$ cat src/rtl/arcino_pic_pkg.sv
`default_nettype none
// +-----------------------------------------------------------------+
// | arcino_pic_pkg : shared types and widths for the interrupt ctrl |
// | Rev 1.0                                                         |
// +-----------------------------------------------------------------+
package arcino_pic_pkg;

   localparam int IRQ_ID_W = 5;

   typedef enum logic [1:0] {
      IDLE    = 2'd0,
      PENDING = 2'd1,
      DONE    = 2'd2
   } irq_ctrl_e;

endpackage : arcino_pic_pkg
`default_nettype wire

$ cat src/rtl/arcino_pic_if.sv
`default_nettype none
// +-----------------------------------------------------------------+
// | arcino_pic_if : interrupt lines, CSR view and controller hshake |
// | Rev 1.0                                                         |
// +-----------------------------------------------------------------+
interface arcino_pic_if #(
   parameter int NUM_IRQ = 32
);
   logic [NUM_IRQ-1:0]                   irq_i;
   logic [NUM_IRQ-1:0]                   irq_en_i;
   logic [NUM_IRQ-1:0]                   irq_edge_i;
   logic                                 m_IE_i;
   logic                                 irq_req_ctrl_o;
   logic [arcino_pic_pkg::IRQ_ID_W-1:0]  irq_id_ctrl_o;
   logic                                 ctrl_ack_i;
   logic                                 ctrl_kill_i;
   logic [NUM_IRQ-1:0]                   irq_pending_o;

   modport slave (
      input  irq_i, irq_en_i, irq_edge_i, m_IE_i, ctrl_ack_i, ctrl_kill_i,
      output irq_req_ctrl_o, irq_id_ctrl_o, irq_pending_o
   );

   modport master (
      output irq_i, irq_en_i, irq_edge_i, m_IE_i, ctrl_ack_i, ctrl_kill_i,
      input  irq_req_ctrl_o, irq_id_ctrl_o, irq_pending_o
   );
endinterface : arcino_pic_if
`default_nettype wire

$ cat src/rtl/arcino_pic_prio_enc.sv
`default_nettype none
// +-----------------------------------------------------------------+
// | arcino_prio_enc : combinational fixed-priority encoder,         |
// |                   lowest set index wins                         |
// | Rev 1.0                                                         |
// +-----------------------------------------------------------------+
module arcino_prio_enc
   import arcino_pic_pkg::*;
#(
   parameter int N = 32
) (
   input  wire logic [N-1:0]        i_vec,
   output logic                     valid_o,
   output logic [IRQ_ID_W-1:0]      id_o
);

   always_comb begin
      valid_o = 1'b0;
      id_o    = '0;
      // Scan downwards so the lowest set index is the last one written.
      for (int i = N - 1; i >= 0; i--) begin
         if (i_vec[i]) begin
            valid_o = 1'b1;
            id_o    = IRQ_ID_W'(i);
         end
      end
   end

endmodule : arcino_prio_enc
`default_nettype wire

$ cat src/rtl/arcino_pic.sv
`default_nettype none
// +-----------------------------------------------------------------+
// | arcino_pic : multi-source PIC, level/edge sources, fixed prio,  |
// |              single request + id toward the pipeline controller |
// | Rev 1.0                                                         |
// +-----------------------------------------------------------------+
module arcino_pic
   import arcino_pic_pkg::*;
#(
   parameter int NUM_IRQ = 32
) (
   input  wire logic        clk_i,
   input  wire logic        rst_i,
   arcino_pic_if.slave      bus
);

   logic [NUM_IRQ-1:0]   r_irq_q;
   logic [NUM_IRQ-1:0]   r_edge_pend;
   logic [NUM_IRQ-1:0]   w_edge_pend_d;
   logic [NUM_IRQ-1:0]   w_rise;
   logic [NUM_IRQ-1:0]   w_pend;
   logic [NUM_IRQ-1:0]   w_elig;
   irq_ctrl_e            r_state;
   irq_ctrl_e            w_state_d;
   logic [IRQ_ID_W-1:0]  r_id_q;
   logic [IRQ_ID_W-1:0]  w_id_d;
   logic [IRQ_ID_W-1:0]  w_win_id;
   logic                 w_win_vld;
   logic                 w_ack_clr;

   assign w_rise = bus.irq_i & ~r_irq_q;
   assign w_pend = (bus.irq_edge_i & (r_edge_pend | w_rise)) |
                   (~bus.irq_edge_i & bus.irq_i);
   assign w_elig = w_pend & bus.irq_en_i;

   arcino_prio_enc #(.N(NUM_IRQ)) u_prio (
      .i_vec   (w_elig),
      .valid_o (w_win_vld),
      .id_o    (w_win_id)
   );

   // A fresh rise beats a same-cycle ack clear so the new event survives.
   always_comb begin
      w_edge_pend_d = '0;
      for (int n = 0; n < NUM_IRQ; n++) begin
         w_edge_pend_d[n] = bus.irq_edge_i[n] &
                            (w_rise[n] |
                             (r_edge_pend[n] & ~(w_ack_clr && (r_id_q == IRQ_ID_W'(n)))));
      end
   end

   always_comb begin
      w_state_d = r_state;
      w_id_d    = r_id_q;
      w_ack_clr = 1'b0;
      case (r_state)
         IDLE: begin
            if (bus.m_IE_i && w_win_vld) begin
               w_state_d = PENDING;
               w_id_d    = w_win_id;
            end
         end
         PENDING: begin
            if (bus.ctrl_ack_i) begin
               w_state_d = DONE;
               w_ack_clr = 1'b1;
            end else if (bus.ctrl_kill_i) begin
               w_state_d = IDLE;
            end
         end
         DONE:    w_state_d = IDLE;
         default: w_state_d = IDLE;
      endcase
   end

   always_ff @(posedge clk_i) begin
      if (rst_i) begin
         r_state     <= IDLE;
         r_irq_q     <= '0;
         r_edge_pend <= '0;
         r_id_q      <= '0;
      end else begin
         r_state     <= w_state_d;
         r_irq_q     <= bus.irq_i;
         r_edge_pend <= w_edge_pend_d;
         r_id_q      <= w_id_d;
      end
   end

   assign bus.irq_req_ctrl_o = (r_state == PENDING);
   assign bus.irq_id_ctrl_o  = r_id_q;
   assign bus.irq_pending_o  = w_pend;

endmodule : arcino_pic
`default_nettype wire
$ cat src/flat_wrapper.sv
// flat-port wrapper written by rule: the top's interface ports become plain ports
module arcino_pic_flat import arcino_pic_pkg::*;
#(
   parameter int NUM_IRQ = 32
)
  (clk_i, rst_i, bus_irq_i, bus_irq_en_i, bus_irq_edge_i, bus_m_IE_i, bus_ctrl_ack_i, bus_ctrl_kill_i, bus_irq_req_ctrl_o, bus_irq_id_ctrl_o, bus_irq_pending_o);
  arcino_pic_if #(.NUM_IRQ(NUM_IRQ)) bus_i ();
  input  wire logic clk_i;
  input  wire logic rst_i;
  input wire logic [$bits(bus_i.irq_i)-1:0] bus_irq_i;
  input wire logic [$bits(bus_i.irq_en_i)-1:0] bus_irq_en_i;
  input wire logic [$bits(bus_i.irq_edge_i)-1:0] bus_irq_edge_i;
  input wire logic [$bits(bus_i.m_IE_i)-1:0] bus_m_IE_i;
  input wire logic [$bits(bus_i.ctrl_ack_i)-1:0] bus_ctrl_ack_i;
  input wire logic [$bits(bus_i.ctrl_kill_i)-1:0] bus_ctrl_kill_i;
  output wire logic [$bits(bus_i.irq_req_ctrl_o)-1:0] bus_irq_req_ctrl_o;
  output wire logic [$bits(bus_i.irq_id_ctrl_o)-1:0] bus_irq_id_ctrl_o;
  output wire logic [$bits(bus_i.irq_pending_o)-1:0] bus_irq_pending_o;
  assign bus_i.irq_i = bus_irq_i;
  assign bus_i.irq_en_i = bus_irq_en_i;
  assign bus_i.irq_edge_i = bus_irq_edge_i;
  assign bus_i.m_IE_i = bus_m_IE_i;
  assign bus_i.ctrl_ack_i = bus_ctrl_ack_i;
  assign bus_i.ctrl_kill_i = bus_ctrl_kill_i;
  assign bus_irq_req_ctrl_o = bus_i.irq_req_ctrl_o;
  assign bus_irq_id_ctrl_o = bus_i.irq_id_ctrl_o;
  assign bus_irq_pending_o = bus_i.irq_pending_o;
  arcino_pic #(.NUM_IRQ(NUM_IRQ)) u_core (.clk_i(clk_i), .rst_i(rst_i), .bus(bus_i));
endmodule
$ cat config.mk
export PLATFORM = sky130hd
export DESIGN_NAME = arcino_pic_flat
export DESIGN_NICKNAME = d
export VERILOG_FILES = /design/src/rtl/arcino_pic_pkg.sv /design/src/rtl/arcino_pic_if.sv /design/src/rtl/arcino_pic_prio_enc.sv /design/src/rtl/arcino_pic.sv /design/src/flat_wrapper.sv
export SDC_FILE = /design/constraint.sdc
export NUM_CORES = 1
export LEC_CHECK = 0
export CAP_MARGIN = 20
export CORE_UTILIZATION = 45
export CTS_CLUSTER_DIAMETER = 60
export DETAILED_ROUTE_END_ITERATION = 16
export HOLD_SLACK_MARGIN = 0.02
export PLACE_DENSITY = 0.84
export SYNTH_ARGS = -nofsm -noshare
export SYNTH_HDL_FRONTEND = slang
export SYNTH_SLANG_ARGS = --single-unit
export TNS_END_PERCENT = 10
$ cat constraint.sdc
create_clock -name clk_i -period 3.4 [get_ports clk_i]
set_input_delay 0.51 -clock clk_i [delete_from_list [all_inputs] [get_ports clk_i]]
set_output_delay 0.51 -clock clk_i [all_outputs]
set_load 0.01 [all_outputs]
; ---- After elaboration in Yosys (flattened, before gate mapping)
; Cells that the tools add are included.
[op_classes]
eq_ne = 34
n_mux = 70
bitwise_logic = 136
reduce_logical = 37
[op_table]
columns = operator, count
row1 = 2-to-1 mux 5 bit, 32
row2 = bitwise AND 32 bit, 4
row3 = "== test 5 bit, second input constant", 16
row4 = bitwise AND 1 bit, 64
row5 = inverter 32 bit, 2
row6 = bitwise OR 32 bit, 2
row7 = "== test 5 x 4 -> 1 bit, second input constant", 8
row8 = 2-to-1 mux 1 bit, 34
row9 = logical AND 1 bit, 33
row10 = inverter 1 bit, 32
row11 = bitwise OR 1 bit, 32
row12 = "== test 5 x 3 -> 1 bit, second input constant", 4
row13 = "== test 5 x 2 -> 1 bit, second input constant", 2
row14 = 2-to-1 mux 2 bit, 3
row15 = "== test 5 x 1 -> 1 bit, second input constant", 1
row16 = zero test 5 bit, 1
row17 = case mux 2 bit (2 select lines), 1
row18 = AND reduction 2 bit, 2
row19 = "inequality test 3 bit, second input constant", 1
row20 = "== test 2 x 1 -> 1 bit, second input constant", 1
row21 = zero test 2 bit, 1
row22 = "inequality test 2 x 1 -> 1 bit, second input constant", 1
[word_totals]
regBits = 71
in_bits = 101
output_inout_bits = 38
wordCells = 281

; ---- Longest topological paths before layout
[logic_depth]
ltp_word = 41
depth_mapped = 7
mapped_depth_nobuf = 7

; ---- Modules after synthesis
; From an unflattened synthesis, not the netlist that was laid out.
[unflattened]
hier_cells = 436
area_unflattened_um2 = 3649.8
[by_module_without_submodules]
columns = mod, instances, cells_each, area_per_inst_um2, seq_area_each_um2
row1 = arcino_pic, 1, 371, 3279.4, 1421.4
row2 = arcino_prio_enc, 1, 65, 370.4, 0.0

; ---- Least setup slack after synthesis
; OpenSTA, ideal clock, no wires.
[synth_timing]
path_type = in2reg
start = input bus_irq_edge_i[3]
end = register u_core.r_id_q[1], in the netlist u_core.bus.irq_id_ctrl_o[1]
setup_time_ns = 0.101
arrival_ns = 2.028
required_ns = 3.299
slack_ns = 1.271
stages = 6
n_path_buf = 0
cell_sequence = a22o_1 a22o_4 nor4b_4 a41oi_4 or3b_1 o41ai_1
[synth_via]
elab_chain_cells = 10
word_cells_on_any_way = 15
cone_classes = 8 x mux / 5 x bitwise / 2 x reduce/logical
[synth_lines]
columns = item, line
row1 = "start, declared", flat_wrapper.sv:12  ; input wire logic [$bits(bus_i.irq_edge_i)-1:0] bus_irq_edge_i;
row2 = inverter 32 bit, arcino_pic.sv:33  ; (~bus.irq_edge_i & bus.irq_i);
row3 = bitwise AND 32 bit, arcino_pic.sv:33
row4 = bitwise OR 32 bit (*), arcino_pic.sv:32  ; assign w_pend = (bus.irq_edge_i & (r_edge_pend | w_rise)) |
row5 = bitwise AND 32 bit (*), arcino_pic.sv:34  ; assign w_elig = w_pend & bus.irq_en_i;
row6 = 2-to-1 mux 1 bit (4 in series), arcino_pic_prio_enc.sv:22  ; if (i_vec[i]) begin
row7 = logical AND 1 bit, arcino_pic.sv:58  ; if (bus.m_IE_i && w_win_vld) begin
row8 = AND reduction 2 bit (no line), -
row9 = "end signal, assigned", arcino_pic.sv:86  ; r_id_q <= w_id_d;
row10 = "end, declared", arcino_pic.sv:25  ; logic [IRQ_ID_W-1:0] r_id_q;
; Every way passes the cells marked *; elsewhere a longest branch is shown, timed or not.
; A chain may end at the register's enable or synchronous reset.

; ---- Final worst setup path
[layout_timing]
start = input bus_irq_edge_i[6]
end = register u_core.r_id_q[1], in the netlist u_core.bus.irq_id_ctrl_o[1]
[layout_via]
elab_chain_cells = 13
word_cells_on_any_way = 21
cone_classes = 14 x mux / 5 x bitwise / 2 x reduce/logical
[layout_lines]
columns = item, line
row1 = inverter 32 bit, arcino_pic.sv:33
row2 = bitwise AND 32 bit, arcino_pic.sv:33
row3 = bitwise OR 32 bit (*), arcino_pic.sv:32
row4 = bitwise AND 32 bit (*), arcino_pic.sv:34
row5 = 2-to-1 mux 1 bit (7 in series), arcino_pic_prio_enc.sv:22
row6 = logical AND 1 bit, arcino_pic.sv:58
row7 = AND reduction 2 bit (no line), -
; Marks and branches as above.

==> impl_metrics.toml <==
[status]
status = "complete, no violations"

[clock_tree]
clock_latency_ps = 350
cts_resized = 0
cts_buffers = 9
root_buffer = "clkbuf_8"
cts_sinks = 71
clockBufferDepth = 2
ctsHoldBuffers = 0
cts_tree = "yes"
htreeDepth = 3
cts_setup_buffers = 0
cts.clk_slew.worst_paths_ps = 70

[floorplan]
rows = 32
initial_core_util = 0.468
die_h_um = 91.9
die_area_um2 = 8450
core_area_um2 = 7770
chipWidth_um = 91.9
io_pins = 139

[synth]
avgSynthCellArea_um2 = 7.96
ys_types = 43
synthesis.nets = 558
yosysWarnings = 0
synth_seq_cells = 71
ys_seq_area_frac = 0.391
dominantRegCellSynth = "dfxtp_1"
netlist_area_um2 = 3640
syn_inst = 457
synth_edf_count = 0
async_flop_share = 0

[setup_path]
path_buf_inv = 1
critPathLaunchType = "primary input"
worstSetupEndpointType = "flip-flop"
cp_cell_sequence = "clkdlybuf4s50_1 > and3_1 > a31oi_1 > nand2_2 > nor4b_4 > a41oi_4 > or3b_1 > o41ai_1"
crit_family = "simple AND/OR/NAND/NOR gates"
r2r-start = "u_core.r_edge_pend[13]$_SDFF_PP0_"
arrival_ps = 2670
max_stage_delay_ps = 470
ff2ff_path_depth = 7
critPathRequiredTime_ps = 3650
crit_fanout = 7
rrSetupSlack_ps = 1340
startpoint = "bus_irq_edge_i[6]"
crit_type = "in2reg"
cp_slowest_cell = "clkdlybuf4s50_1"
r2r-end = "u_core.bus.irq_id_ctrl_o[1]$_SDFFE_PP0P_"

[drt]
wl_um = 11200
drcViolationCount = 0
drt-pass1-iter-count = 4
ant_nets = 0
via_per_inst = 5.71
wl_per_cell_um = 15.9
vias = 4040
first_iter_violations = 218

[timing]
fin_tns_setup_ps = 0
finalSetupViolCount = 0
fin_skew_ps = 8.03
timing.final.crit_period_ps = 2420
tightest_slew_ps = 1050
slew_viol_final = 0
final-hold-violation-count = 0
grt_setup_unrepaired = "no"
fmax_mhz = 414
maxSlewHeadroom = 0.297
period_share = 0.711

[worst_hold_path]
whs_path_depth = 2
holdPathEnd = "u_core.bus.irq_id_ctrl_o[3]$_SDFFE_PP0P_"
min_from = "u_core.bus.irq_id_ctrl_o[3]$_SDFFE_PP0P_"
hold_path_class = "reg2reg"

[global_routing]
antenna_found_initial = 0
grt-ovfl-total = 0
busiest_layer = "met2"
grtUsageMet3 = 0.0705
grt_pass1_vias = 3880
met2_usage = 0.468
grt_util_all_layers = 0.268
grt_max_degree = 42
grt_first_pass_wirelength_um = 18100
use_met1 = 0.329

[layout]
drive_gt1_frac = 0.0545
area.sequential_um2 = 1420
num-fill-cells = 662
diodes = 0
multiInputGateArea_um2 = 2050
layout_commonest_cell = "clkdlybuf4s50_1"
final_cell_mix = "clkdlybuf4s50_1, dfxtp_1, o21ai_0"
fin_util = 0.686
num-nets-final = 702
syn_to_final_growth_pct = 46.4

[power]
switching_share = 0.271
vdd_ir_drop_max_mv = 0.217
power.density_nw_per_um2 = 391
internal_power_uw = 1520
pwr-share-comb = 0.235
pwr-share-clk = 0.330
switching_power_uw = 564
power_frac_seq = 0.435
power_leakage_uw = 0.00237

[placement]
gp_congestion = 0.817
port_buffers = 138
dp_hpwl_um = 8460

[job]
drv_cap = 0
-- registers in the layout (all words and copies together) (netlist names) --
signal,count
u_core.bus.irq_id_ctrl_o,5
u_core.r_edge_pend,32
u_core.r_irq_q,32
u_core.r_state,2
-- kinds of logic (layout without fill, tap and decap cells) --
logic type,after synthesis,after routing,synth area share
buffers and inverters,41,189,0.0444
DFF,71,71,0.391
and+or+nand+nor,186,186,0.269
AOI/OAI and AO/OA,159,159,0.296
-- final cells by class --
cell class              instances  share of cell area
repair buffers                140               0.262
well taps                     102              0.0240
clock inverters                 3             0.00799
multi-input cells             345               0.386
clock buffers                  12              0.0291
flip-flops and latches         71               0.267
inverters                      34              0.0240
-- metrics by stage --
stage / hold WS (ps) / setup slack (ps) / area [um2] / power [uW] / instances
global placement: 536 / 704 / 5130 / 1400 / 692
CTS: 564 / 983 / 5330 / 2080 / 707
floorplan: 547 / 1270 / 3640 / 1140 / 457
detailed placement: 551 / 637 / 5130 / 1410 / 692
finish: 567 / 983 / 5330 / 2080 / 707
global route: 595 / 769 / 5330 / 2170 / 707
-- power groups by stage --
stage               Clock [uW]  Combinational [uW]  Sequential, uW
global placement             0                 477             919
detailed placement           0                 485             922
finish                     686                 489             905
CTS                        689                 489             903
global route               730                 532             910
floorplan                    0                 221             917
-- Yosys cell counts (all sizes together), types with 5 or more instances --
master | number | share of area
a22o | 34 | 0.088
dfxtp | 71 | 0.39
a31oi | 25 | 0.043
nand2b | 5 | 0.0086
and3 | 59 | 0.10
nor3 | 5 | 0.013
nand3 | 7 | 0.0096
clkbuf | 6 | 0.0062
nand2 | 48 | 0.050
inv | 34 | 0.035
o21ai | 68 | 0.094
a21oi | 9 | 0.012
a31o | 5 | 0.012
nor2 | 43 | 0.044
-- worst max path at each step --
stage                                                    end  cells after the start  slack [ps]
CTS                 u_core.bus.irq_id_ctrl_o[1]$_SDFFE_PP0P_                      8         980
detailed placement  u_core.bus.irq_id_ctrl_o[1]$_SDFFE_PP0P_                      8         640
global placement    u_core.bus.irq_id_ctrl_o[1]$_SDFFE_PP0P_                      8         700
global route        u_core.bus.irq_id_ctrl_o[1]$_SDFFE_PP0P_                      8         770
floorplan           u_core.bus.irq_id_ctrl_o[1]$_SDFFE_PP0P_                      6        1270
finish              u_core.bus.irq_id_ctrl_o[1]$_SDFFE_PP0P_                      8         980
-- worst register-to-register path, delay by kind of cell, from the launching register on --
kind / cells / cell delay [ps]
AOI/OAI and AO/OA: 3 / 570
and+or+nand+nor: 4 / 1060
DFF: 1 / 330
-- metal layers --
layer,wire length (um),share of wire
met3,874,0.078
met1,4790,0.43
met2,5420,0.48
met5,0,0
met4,136,0.012
(Power assumes the default switching activity.)
